`config.mk`:
```
export PLATFORM = sky130hd
export DESIGN_NAME = decode_stage
export DESIGN_NICKNAME = d
export VERILOG_FILES = /design/src/rtl/decode_stage.sv
export SDC_FILE = /design/constraint.sdc
export NUM_CORES = 1
export LEC_CHECK = 0
export CORE_MARGIN = 2
export CORE_UTILIZATION = 40
export DETAILED_ROUTE_END_ITERATION = 8
export PLACE_DENSITY = 0.72
export SYNTH_ARGS = -nofsm -noshare
export SYNTH_HDL_FRONTEND = slang
export SYNTH_SLANG_ARGS = --single-unit
```
`constraint.sdc`:
```
create_clock -name clk -period 3.25 [get_ports clk]
set_clock_uncertainty 0.2 [all_clocks]
set_input_delay 0.975 -clock clk [delete_from_list [all_inputs] [get_ports clk]]
set_output_delay 0.975 -clock clk [all_outputs]
set_load 0.02 [all_outputs]
```
`src/rtl/decode_stage.sv`:
```
// decode_stage: registered MIPS instruction-decode stage between fetch and execute.
// Decodes opcode/funct into ALU select/op, register indices, extended immediate and
// control flags; valid/ready on both sides, 1- or 2-entry buffering, synchronous flush.
// Optional macro DECODE_ILLEGAL_TRAP_EN adds out_illegal and sticky illegal_seen.
module decode_stage #(
  parameter int PC_WIDTH     = 32,
  parameter int SKID_DEPTH   = 2,
  parameter int ALU_OP_WIDTH = 8
) (
  input  logic                    clk,
  input  logic                    rst_n,
  input  logic                    flush,
  input  logic                    in_valid,
  output logic                    in_ready,
  input  logic [31:0]             in_inst,
  input  logic [PC_WIDTH-1:0]     in_pc,
  output logic                    out_valid,
  input  logic                    out_ready,
  output logic [PC_WIDTH-1:0]     out_pc,
  output logic [2:0]              out_alu_sel,
  output logic [ALU_OP_WIDTH-1:0] out_alu_op,
  output logic [4:0]              out_rs,
  output logic [4:0]              out_rt,
  output logic [4:0]              out_rd,
  output logic [4:0]              out_shamt,
  output logic [31:0]             out_imm,
  output logic                    out_reg_write,
  output logic                    out_mem_read,
  output logic                    out_mem_write,
  output logic                    out_is_branch,
  output logic                    out_is_jump
`ifdef DECODE_ILLEGAL_TRAP_EN
  ,output logic                   out_illegal,
  output logic                    illegal_seen
`endif
);

  localparam logic [2:0] SEL_LOGIC = 3'd0;
  localparam logic [2:0] SEL_SHIFT = 3'd1;
  localparam logic [2:0] SEL_ARITH = 3'd2;
  localparam logic [2:0] SEL_JUMP  = 3'd3;
  localparam logic [2:0] SEL_LS    = 3'd4;

  localparam logic [ALU_OP_WIDTH-1:0] OP_OR   = ALU_OP_WIDTH'(0);
  localparam logic [ALU_OP_WIDTH-1:0] OP_AND  = ALU_OP_WIDTH'(1);
  localparam logic [ALU_OP_WIDTH-1:0] OP_XOR  = ALU_OP_WIDTH'(2);
  localparam logic [ALU_OP_WIDTH-1:0] OP_NOR  = ALU_OP_WIDTH'(3);
  localparam logic [ALU_OP_WIDTH-1:0] OP_LUI  = ALU_OP_WIDTH'(4);
  localparam logic [ALU_OP_WIDTH-1:0] OP_SLL  = ALU_OP_WIDTH'(5);
  localparam logic [ALU_OP_WIDTH-1:0] OP_SRL  = ALU_OP_WIDTH'(6);
  localparam logic [ALU_OP_WIDTH-1:0] OP_ADD  = ALU_OP_WIDTH'(7);
  localparam logic [ALU_OP_WIDTH-1:0] OP_JAL  = ALU_OP_WIDTH'(8);
  localparam logic [ALU_OP_WIDTH-1:0] OP_BEQ  = ALU_OP_WIDTH'(9);
  localparam logic [ALU_OP_WIDTH-1:0] OP_LW   = ALU_OP_WIDTH'(10);
  localparam logic [ALU_OP_WIDTH-1:0] OP_LB   = ALU_OP_WIDTH'(11);
  localparam logic [ALU_OP_WIDTH-1:0] OP_SB   = ALU_OP_WIDTH'(12);
  localparam logic [ALU_OP_WIDTH-1:0] OP_SW   = ALU_OP_WIDTH'(13);
  localparam logic [ALU_OP_WIDTH-1:0] OP_SUB  = ALU_OP_WIDTH'(14);
  localparam logic [ALU_OP_WIDTH-1:0] OP_SLT  = ALU_OP_WIDTH'(15);
  localparam logic [ALU_OP_WIDTH-1:0] OP_SRA  = ALU_OP_WIDTH'(16);
  localparam logic [ALU_OP_WIDTH-1:0] OP_BNE  = ALU_OP_WIDTH'(17);
  localparam logic [ALU_OP_WIDTH-1:0] OP_BGTZ = ALU_OP_WIDTH'(18);
  localparam logic [ALU_OP_WIDTH-1:0] OP_J    = ALU_OP_WIDTH'(19);
  localparam logic [ALU_OP_WIDTH-1:0] OP_JR   = ALU_OP_WIDTH'(20);
  localparam logic [ALU_OP_WIDTH-1:0] OP_NOP  = ALU_OP_WIDTH'(21);

  // Jump targets are cut down to the implemented pc width
  localparam logic [31:0] PC_MASK = 32'hFFFF_FFFF >> (32 - PC_WIDTH);

  typedef struct packed {
    logic [PC_WIDTH-1:0]     pc;
    logic [2:0]              sel;
    logic [ALU_OP_WIDTH-1:0] op;
    logic [4:0]              rs;
    logic [4:0]              rt;
    logic [4:0]              rd;
    logic [4:0]              shamt;
    logic [31:0]             imm;
    logic                    reg_write;
    logic                    mem_read;
    logic                    mem_write;
    logic                    is_branch;
    logic                    is_jump;
`ifdef DECODE_ILLEGAL_TRAP_EN
    logic                    illegal;
`endif
  } entry_t;

  entry_t              w_dec;
  logic                w_wr_en;
  logic [5:0]          w_opcode;
  logic [5:0]          w_funct;
  logic [15:0]         w_imm16;
  logic [31:0]         w_zext;
  logic [31:0]         w_sext;
  logic [PC_WIDTH-1:0] w_pc4;
  logic [31:0]         w_pc4_ext;
  logic [31:0]         w_jtarget;
  logic                w_in_xfer;
  logic                w_out_xfer;
  entry_t              r_main;
  logic                r_main_valid;

  assign w_opcode  = in_inst[31:26];
  assign w_funct   = in_inst[5:0];
  assign w_imm16   = in_inst[15:0];
  assign w_zext    = {16'h0, w_imm16};
  assign w_sext    = {{16{w_imm16[15]}}, w_imm16};
  assign w_pc4     = in_pc + PC_WIDTH'(4);
  assign w_pc4_ext = 32'(w_pc4);
  assign w_jtarget = ((w_pc4_ext & 32'hF000_0000) | {4'h0, in_inst[25:0], 2'b00}) & PC_MASK;

  // Combinational decode of the offered instruction; inst==0 and unknown encodings stay NOP
  always_comb begin
    w_dec       = '0;
    w_dec.pc    = in_pc;
    w_dec.rs    = in_inst[25:21];
    w_dec.rt    = in_inst[20:16];
    w_dec.sel   = SEL_SHIFT;
    w_dec.op    = OP_NOP;
    w_wr_en     = 1'b0;
    if (in_inst != 32'h0) begin
      if (w_opcode == 6'h00) begin
        w_dec.rd = in_inst[15:11];
        w_wr_en  = 1'b1;
        case (w_funct)
          6'h00: begin w_dec.op = OP_SLL; w_dec.shamt = in_inst[10:6]; end
          6'h02: begin w_dec.op = OP_SRL; w_dec.shamt = in_inst[10:6]; end
          6'h03: begin w_dec.op = OP_SRA; w_dec.shamt = in_inst[10:6]; end
          6'h08: begin
            w_dec.sel = SEL_JUMP; w_dec.op = OP_JR; w_dec.is_jump = 1'b1;
            w_dec.rd = 5'd0; w_wr_en = 1'b0;
          end
          6'h20, 6'h21: begin w_dec.sel = SEL_ARITH; w_dec.op = OP_ADD; end
          6'h22, 6'h23: begin w_dec.sel = SEL_ARITH; w_dec.op = OP_SUB; end
          6'h24: begin w_dec.sel = SEL_LOGIC; w_dec.op = OP_AND; end
          6'h25: begin w_dec.sel = SEL_LOGIC; w_dec.op = OP_OR;  end
          6'h26: begin w_dec.sel = SEL_LOGIC; w_dec.op = OP_XOR; end
          6'h27: begin w_dec.sel = SEL_LOGIC; w_dec.op = OP_NOR; end
          6'h2A: begin w_dec.sel = SEL_ARITH; w_dec.op = OP_SLT; end
          default: begin
            w_dec.rd = 5'd0; w_wr_en = 1'b0;
`ifdef DECODE_ILLEGAL_TRAP_EN
            w_dec.illegal = 1'b1;
`endif
          end
        endcase
      end else begin
        case (w_opcode)
          6'h02: begin w_dec.sel = SEL_JUMP; w_dec.op = OP_J; w_dec.imm = w_jtarget; w_dec.is_jump = 1'b1; end
          6'h03: begin
            w_dec.sel = SEL_JUMP; w_dec.op = OP_JAL; w_dec.imm = w_jtarget; w_dec.is_jump = 1'b1;
            w_dec.rd = 5'd31; w_wr_en = 1'b1;
          end
          6'h04: begin w_dec.sel = SEL_JUMP; w_dec.op = OP_BEQ;  w_dec.imm = {w_sext[29:0], 2'b00}; w_dec.is_branch = 1'b1; end
          6'h05: begin w_dec.sel = SEL_JUMP; w_dec.op = OP_BNE;  w_dec.imm = {w_sext[29:0], 2'b00}; w_dec.is_branch = 1'b1; end
          6'h07: begin w_dec.sel = SEL_JUMP; w_dec.op = OP_BGTZ; w_dec.imm = {w_sext[29:0], 2'b00}; w_dec.is_branch = 1'b1; end
          6'h09: begin w_dec.sel = SEL_ARITH; w_dec.op = OP_ADD; w_dec.imm = w_sext; w_dec.rd = in_inst[20:16]; w_wr_en = 1'b1; end
          6'h0C: begin w_dec.sel = SEL_LOGIC; w_dec.op = OP_AND; w_dec.imm = w_zext; w_dec.rd = in_inst[20:16]; w_wr_en = 1'b1; end
          6'h0D: begin w_dec.sel = SEL_LOGIC; w_dec.op = OP_OR;  w_dec.imm = w_zext; w_dec.rd = in_inst[20:16]; w_wr_en = 1'b1; end
          6'h0E: begin w_dec.sel = SEL_LOGIC; w_dec.op = OP_XOR; w_dec.imm = w_zext; w_dec.rd = in_inst[20:16]; w_wr_en = 1'b1; end
          6'h0F: begin w_dec.sel = SEL_LOGIC; w_dec.op = OP_LUI; w_dec.imm = {w_imm16, 16'h0}; w_dec.rd = in_inst[20:16]; w_wr_en = 1'b1; end
          6'h20: begin w_dec.sel = SEL_LS; w_dec.op = OP_LB; w_dec.imm = w_sext; w_dec.mem_read = 1'b1; w_dec.rd = in_inst[20:16]; w_wr_en = 1'b1; end
          6'h23: begin w_dec.sel = SEL_LS; w_dec.op = OP_LW; w_dec.imm = w_sext; w_dec.mem_read = 1'b1; w_dec.rd = in_inst[20:16]; w_wr_en = 1'b1; end
          6'h28: begin w_dec.sel = SEL_LS; w_dec.op = OP_SB; w_dec.imm = w_sext; w_dec.mem_write = 1'b1; end
          6'h2B: begin w_dec.sel = SEL_LS; w_dec.op = OP_SW; w_dec.imm = w_sext; w_dec.mem_write = 1'b1; end
          default: begin
`ifdef DECODE_ILLEGAL_TRAP_EN
            w_dec.illegal = 1'b1;
`endif
          end
        endcase
      end
    end
    // Writes to r0 are dropped
    w_dec.reg_write = w_wr_en && (w_dec.rd != 5'd0);
  end

  assign w_in_xfer  = in_valid && in_ready;
  assign w_out_xfer = r_main_valid && out_ready;

  generate
    if (SKID_DEPTH == 1) begin : g_single
      assign in_ready = rst_n && (!r_main_valid || out_ready);

      // Single entry: a capture replaces the entry, an output transfer alone empties it
      always_ff @(posedge clk or negedge rst_n) begin
        if (!rst_n) begin
          r_main       <= '0;
          r_main_valid <= 1'b0;
        end else if (flush) begin
          r_main_valid <= 1'b0;
        end else if (w_in_xfer) begin
          r_main       <= w_dec;
          r_main_valid <= 1'b1;
        end else if (w_out_xfer) begin
          r_main_valid <= 1'b0;
        end
      end
    end else begin : g_skid
      entry_t r_skid;
      logic   r_skid_valid;

      // Ready depends only on skid occupancy, so it comes straight from a flop
      assign in_ready = rst_n && !r_skid_valid;

      // Main/skid pair: skid fills only while main is stalled and drains first (FIFO)
      always_ff @(posedge clk or negedge rst_n) begin
        if (!rst_n) begin
          r_main       <= '0;
          r_main_valid <= 1'b0;
          r_skid       <= '0;
          r_skid_valid <= 1'b0;
        end else if (flush) begin
          r_main_valid <= 1'b0;
          r_skid_valid <= 1'b0;
        end else if (!r_main_valid || w_out_xfer) begin
          if (r_skid_valid) begin
            r_main       <= r_skid;
            r_main_valid <= 1'b1;
            r_skid_valid <= 1'b0;
          end else if (w_in_xfer) begin
            r_main       <= w_dec;
            r_main_valid <= 1'b1;
          end else begin
            r_main_valid <= 1'b0;
          end
        end else if (w_in_xfer) begin
          r_skid       <= w_dec;
          r_skid_valid <= 1'b1;
        end
      end
    end
  endgenerate

`ifdef DECODE_ILLEGAL_TRAP_EN
  logic r_illegal_seen;

  // Sticky record of any captured unknown encoding; only reset clears it
  always_ff @(posedge clk or negedge rst_n) begin
    if (!rst_n) begin
      r_illegal_seen <= 1'b0;
    end else if (w_in_xfer && !flush && w_dec.illegal) begin
      r_illegal_seen <= 1'b1;
    end
  end

  assign out_illegal  = r_main.illegal;
  assign illegal_seen = r_illegal_seen;
`endif

  assign out_valid     = r_main_valid;
  assign out_pc        = r_main.pc;
  assign out_alu_sel   = r_main.sel;
  assign out_alu_op    = r_main.op;
  assign out_rs        = r_main.rs;
  assign out_rt        = r_main.rt;
  assign out_rd        = r_main.rd;
  assign out_shamt     = r_main.shamt;
  assign out_imm       = r_main.imm;
  assign out_reg_write = r_main.reg_write;
  assign out_mem_read  = r_main.mem_read;
  assign out_mem_write = r_main.mem_write;
  assign out_is_branch = r_main.is_branch;
  assign out_is_jump   = r_main.is_jump;

endmodule

```
# Word level (Yosys, flattened, before mapping)
# Cells that the tools add are included.
dict set report op_classes {
  n_addsub 1
  n_eq_ne 26
  muxes 34
  n_bitwise 3
  n_reduce_logical 30
}
# cell count
set ops {}
lappend ops {{$mux 100} 2}
lappend ops {{$pmux 32 s5} 1}
lappend ops {{$pmux 11 s14} 1}
lappend ops {{$eq 6x6->1 const B} 13}
lappend ops {{$pmux 5 s11} 1}
lappend ops {{$mux 42} 1}
lappend ops {{$eq 6x4->1 const B} 6}
lappend ops {{$add 32x3->32 const B} 1}
lappend ops {{$mux 32} 1}
lappend ops {{$or 32x28->32} 1}
lappend ops {{$reduce_bool 32->1} 1}
lappend ops {{$eq 6x2->1 const B} 4}
lappend ops {{$mux 11} 2}
lappend ops {{$mux 5} 4}
lappend ops {{$eq 6x3->1 const B} 3}
lappend ops {{$mux 1} 17}
lappend ops {{$logic_not 6->1} 2}
lappend ops {{$reduce_or 12->1} 1}
lappend ops {{$pmux 5 s2} 1}
lappend ops {{$reduce_or 2->1} 5}
lappend ops {{$reduce_or 5->1} 2}
lappend ops {{$reduce_or 3->1} 3}
lappend ops {{$reduce_or 8->1} 1}
lappend ops {{$reduce_or 7->1} 1}
lappend ops {{other kinds (12)} 19}
dict set report totals {
  regBits 202
  in_bits 69
  out_inout_bits 102
  word_cells 122
}

# Longest topological paths before layout
dict set report depth {
  ltp_word 9
  ltp_mapped 9
  ltp_nobuf 6
}

# Worst setup path before layout
# No wires, ideal clock.
dict set report synth_path {
  path_type {input to register}
  start {input rst_n}
  end {register g_skid.r_skid[80] (netlist name)}
  setup_ns 0.065
  t_arrival_ns 2.411
  required_ns 2.985
  slack_ns 0.573
  cell_stages 8
  n_path_buf 3
  cell_sequence {nor2b_1 -> nand4b_1 -> buf_2 -> clkinv_1 -> buf_2 -> buf_1 -> nand2_1 -> nand2_1}
}
dict set report synth_between {
  elab_chain_len 3
}
# item line
set synth_rtl {}
lappend synth_rtl {{start: declaration} 11} ;# input logic rst_n,
lappend synth_rtl {{$logic_and 1x1->1} 205} ;# assign in_ready = rst_n && !r_skid_valid;
lappend synth_rtl {{$logic_and 1x1->1} 179} ;# assign w_in_xfer = in_valid && in_ready;
lappend synth_rtl {{$reduce_and 3->1 (no line)} n/a}
lappend synth_rtl {{end signal: assignment} 229} ;# r_skid <= w_dec;
lappend synth_rtl {{end: declaration} 201} ;# entry_t r_skid;
# No other way between the ends.
# A chain may end at the register's enable or synchronous reset.

# Worst setup path after layout
dict set report layout_path {
  start {input rst_n}
  end {output in_ready}
}
dict set report layout_between {
  elab_chain_len 1
}
# item line
set layout_rtl {}
lappend layout_rtl {{$logic_and 1x1->1} 205}
lappend layout_rtl {{end: declaration} 14} ;# output logic in_ready,
# No other way between the ends.

==> impl_metrics.yaml <==
timing:
  hold_viol: 0
  layout_setup_ws_ns: 0.170
  fin_crit_ns: 3.08
  final-max-slew-violation-count: 0
  worst_pin_slew_ns: 1.08
  setup_viol: 0
  max_freq_mhz: 325
  slew_headroom_pct: 27.9
  grt_setup_unrepaired: "false"
  min_period_over_period_pct: 94.8
route:
  routed_via_density: 5.37
  vias: 8366
  final_antenna_net_count: 0
  firstDrtPassIters: 5
  post_drt_wl_per_cell_um: 18.1
  drtIter0Drc: 641
  drc: 0
  wl_mm: 28.3
clock_network:
  post_cts_buffers: 0
  cts-resized-gates: 0
  clkLatencyLatePin_ns: 0.44
  cts_tree: "done"
  cts_root_buf: "clkbuf_16"
  cts_hold_buf: 0
  cts_buffers: 17
  htreeDepth: 4
  cts_max_path_buffers: 2
  cts_num_sinks: 196
  clk_pin_slew_worst_paths_ns: 0.08
die:
  core_area_um2: 23500
  initial_utilization_pct: 40.7
  row_count: 56
  fp.dieW_um: 159
  die_h_um: 159
  dieArea_um2: 25100
  ioPinCount: 171
worst_setup_path:
  r2r-start: "g_skid.r_skid_valid$_DFFE_PN0P_"
  startpoint_type: "primary input"
  path_max_fanout: 3
  cpPeakStageDelay_ns: 0.63
  endpoint_kind: "output port"
  crit_arrival_ns: 1.91
  critPathRequiredTime_ns: 2.07
  path_class: "primary input to output port"
  crit_path_start: "rst_n"
  path_cells: "clkbuf_8 -> nor2b_1 -> clkdlybuf4s50_1"
  slowest_stage: "clkdlybuf4s50_1"
placement:
  dpl_worst_slack_ns: -0.121
  hpwl_mm: 20.0
  portBuffers: 167
  gp_congestion: 0.893
  placed_area_um2: 12100
pwr:
  total_power_mw: 6.36
  peakVddDrop_v: 0.000369
  power.density_nw_per_um2: 500
  p_leak_nw: 5.62
grt:
  grtUsageTotal_pct: 22.9
  antenna_found_initial: 0
  grt_pass1_vias: 8129
  overflow: 0
  grt_max_degree: 197
  grt_pass1_wl_mm: 44.3
synth:
  async_flop_share_pct: 100
  synth-seq-cells: 196
  synth_top_area_share_pct: 51.3
  yosys-top-cells-area: "dfrtp_1 (51%), nand2_1 (9.9%), o21ai_0 (6.4%)"
  syn-instance-count: 1022
  yosysSeqAreaShare_pct: 51.3
  synth_cell_type_count: 64
  synth-edff-count: 0
  yosysWarnings: 0
  yosysTopAreaCell: "dfrtp_1"
  syn_avg_cell_area_um2: 9.35
  ys.flop_type: "dfrtp_1"
  synth_area_um2: 9560
layout:
  drive_gt1_share_pct: 13.3
  design_area_um2: 12700
  layout_common_cells: "nand2_1 (252), dfrtp_1 (195), clkdlybuf4s50_1 (166)"
  diodes: 0
  layout_commonest_cell: "nand2_1"
  areaGrowthSynthToFinish_pct: 33.1
  fin_nets: 1296
status:
  outcome: "complete, no violations"
hold_path:
  worstHoldStart: "g_skid.r_skid[44]$_DFFE_PN0P_"
  hold_class: "register to register"
job:
  max-cap-violations: 0
layout make-up:
class | count | area, um^2
fillers | 2118 | 10800
flip-flops and latches | 196 | 4910
multi-input cells | 736 | 4230
repair buffers | 268 | 2550
clock buffers | 17 | 425
well taps | 319 | 399
clock inverters | 15 | 183
inverters | 8 | 30.0
worst max-delay path, delay by kind of cell:
kind | cells | cell delay, ns
AND/OR/NAND/NOR | 1 | 0.18
buffers and inverters | 2 | 0.75
state kept, by name (all words and copies together), names as in the netlist, 3 cells and up:
register and count:
out_pc 32, out_alu_op 5, out_rt 5, g_skid.r_skid 97, out_imm 32, out_shamt 5, out_rs 5, out_alu_sel 3
out_rd 5
through the flow:
step                util [%]  hold WS [ns]  std cells  setup TNS (ns)
finish                  54.2         0.274       1559               0
global route            54.2         0.298       1559               0
CTS                     54.2         0.280       1559               0
detailed placement      51.6         0.262       1527          -0.779
global placement        51.6         0.251       1527          -0.238
floorplan                  -         0.240       1024               0
kinds of logic (layout without fill, tap and decap cells):
family                     after synthesis  in the layout  share of synthesized area, %
AOI/OAI and AO/OA                      276            276                          17.7
xor gates and xnor gates                 6              6                         0.550
adders and majority gates                2              2                         0.210
buffers and inverters                   92            308                          4.60
DFF                                    196            196                          51.3
muxes                                   59             59                          6.35
other                                    1              3                        0.0392
and+or+nand+nor                        390            390                          19.2
Yosys cell counts, types with 5 or more instances:
master / n
a221o_1: 6
nor2_1: 22
o211ai_1: 5
a21oi_1: 46
o21a_1: 6
nand3_1: 11
mux2i_1: 46
a221oi_1: 14
a22o_1: 6
o31ai_1: 13
buf_4: 9
nand2b_1: 14
o22ai_1: 7
or3_1: 5
buf_6: 5
a21o_1: 6
inv_1: 7
nor3_1: 10
o21ai_0: 122
nor4_1: 7
and3_1: 31
nor2b_1: 10
buf_2: 17
clkbuf_1: 48
a31oi_1: 5
dfrtp_1: 196
nand4_1: 8
mux2_2: 13
a211oi_1: 7
nand2_1: 252
o21ai_1: 7
a22oi_1: 14
per-layer routing:
| metal | up-vias | GRT usage, % | share of wire, % |
|---|---|---|---|
| li1 | 3993 | - | - |
| met4 | 0 | 8.37 | 3.0 |
| met3 | 56 | 4.35 | 4.9 |
| met5 | - | 0 | 0 |
| met1 | 4064 | 30.3 | 44 |
| met2 | 253 | 37.5 | 48 |
report_power, final:
group          internal, mW  leakage (nW)  total (mW)  switching [mW]
registers              2.73          2.58        2.90           0.166
clock network          1.04         0.291        2.11            1.07
logic                 0.629          2.75        1.35           0.716
worst paths after layout:
path / to / slack, ns / cells after the start
setup / recovery: in_ready / 0.17 / 3
min in group asynchronous: out_pc[4]$_DFFE_PN0P_ / 0.58 / 2
setup reg to reg: out_shamt[1]$_DFFE_PN0P_ / 0.73 / 6
hold / removal: g_skid.r_skid[44]$_DFFE_PN0P_ / 0.27 / 2
max in group asynchronous: g_skid.r_skid[8]$_DFFE_PN0P_ / 1.45 / 2
hold reg to reg: g_skid.r_skid[44]$_DFFE_PN0P_ / 0.27 / 2
No activity file was read; power rests on OpenSTA's default activity.
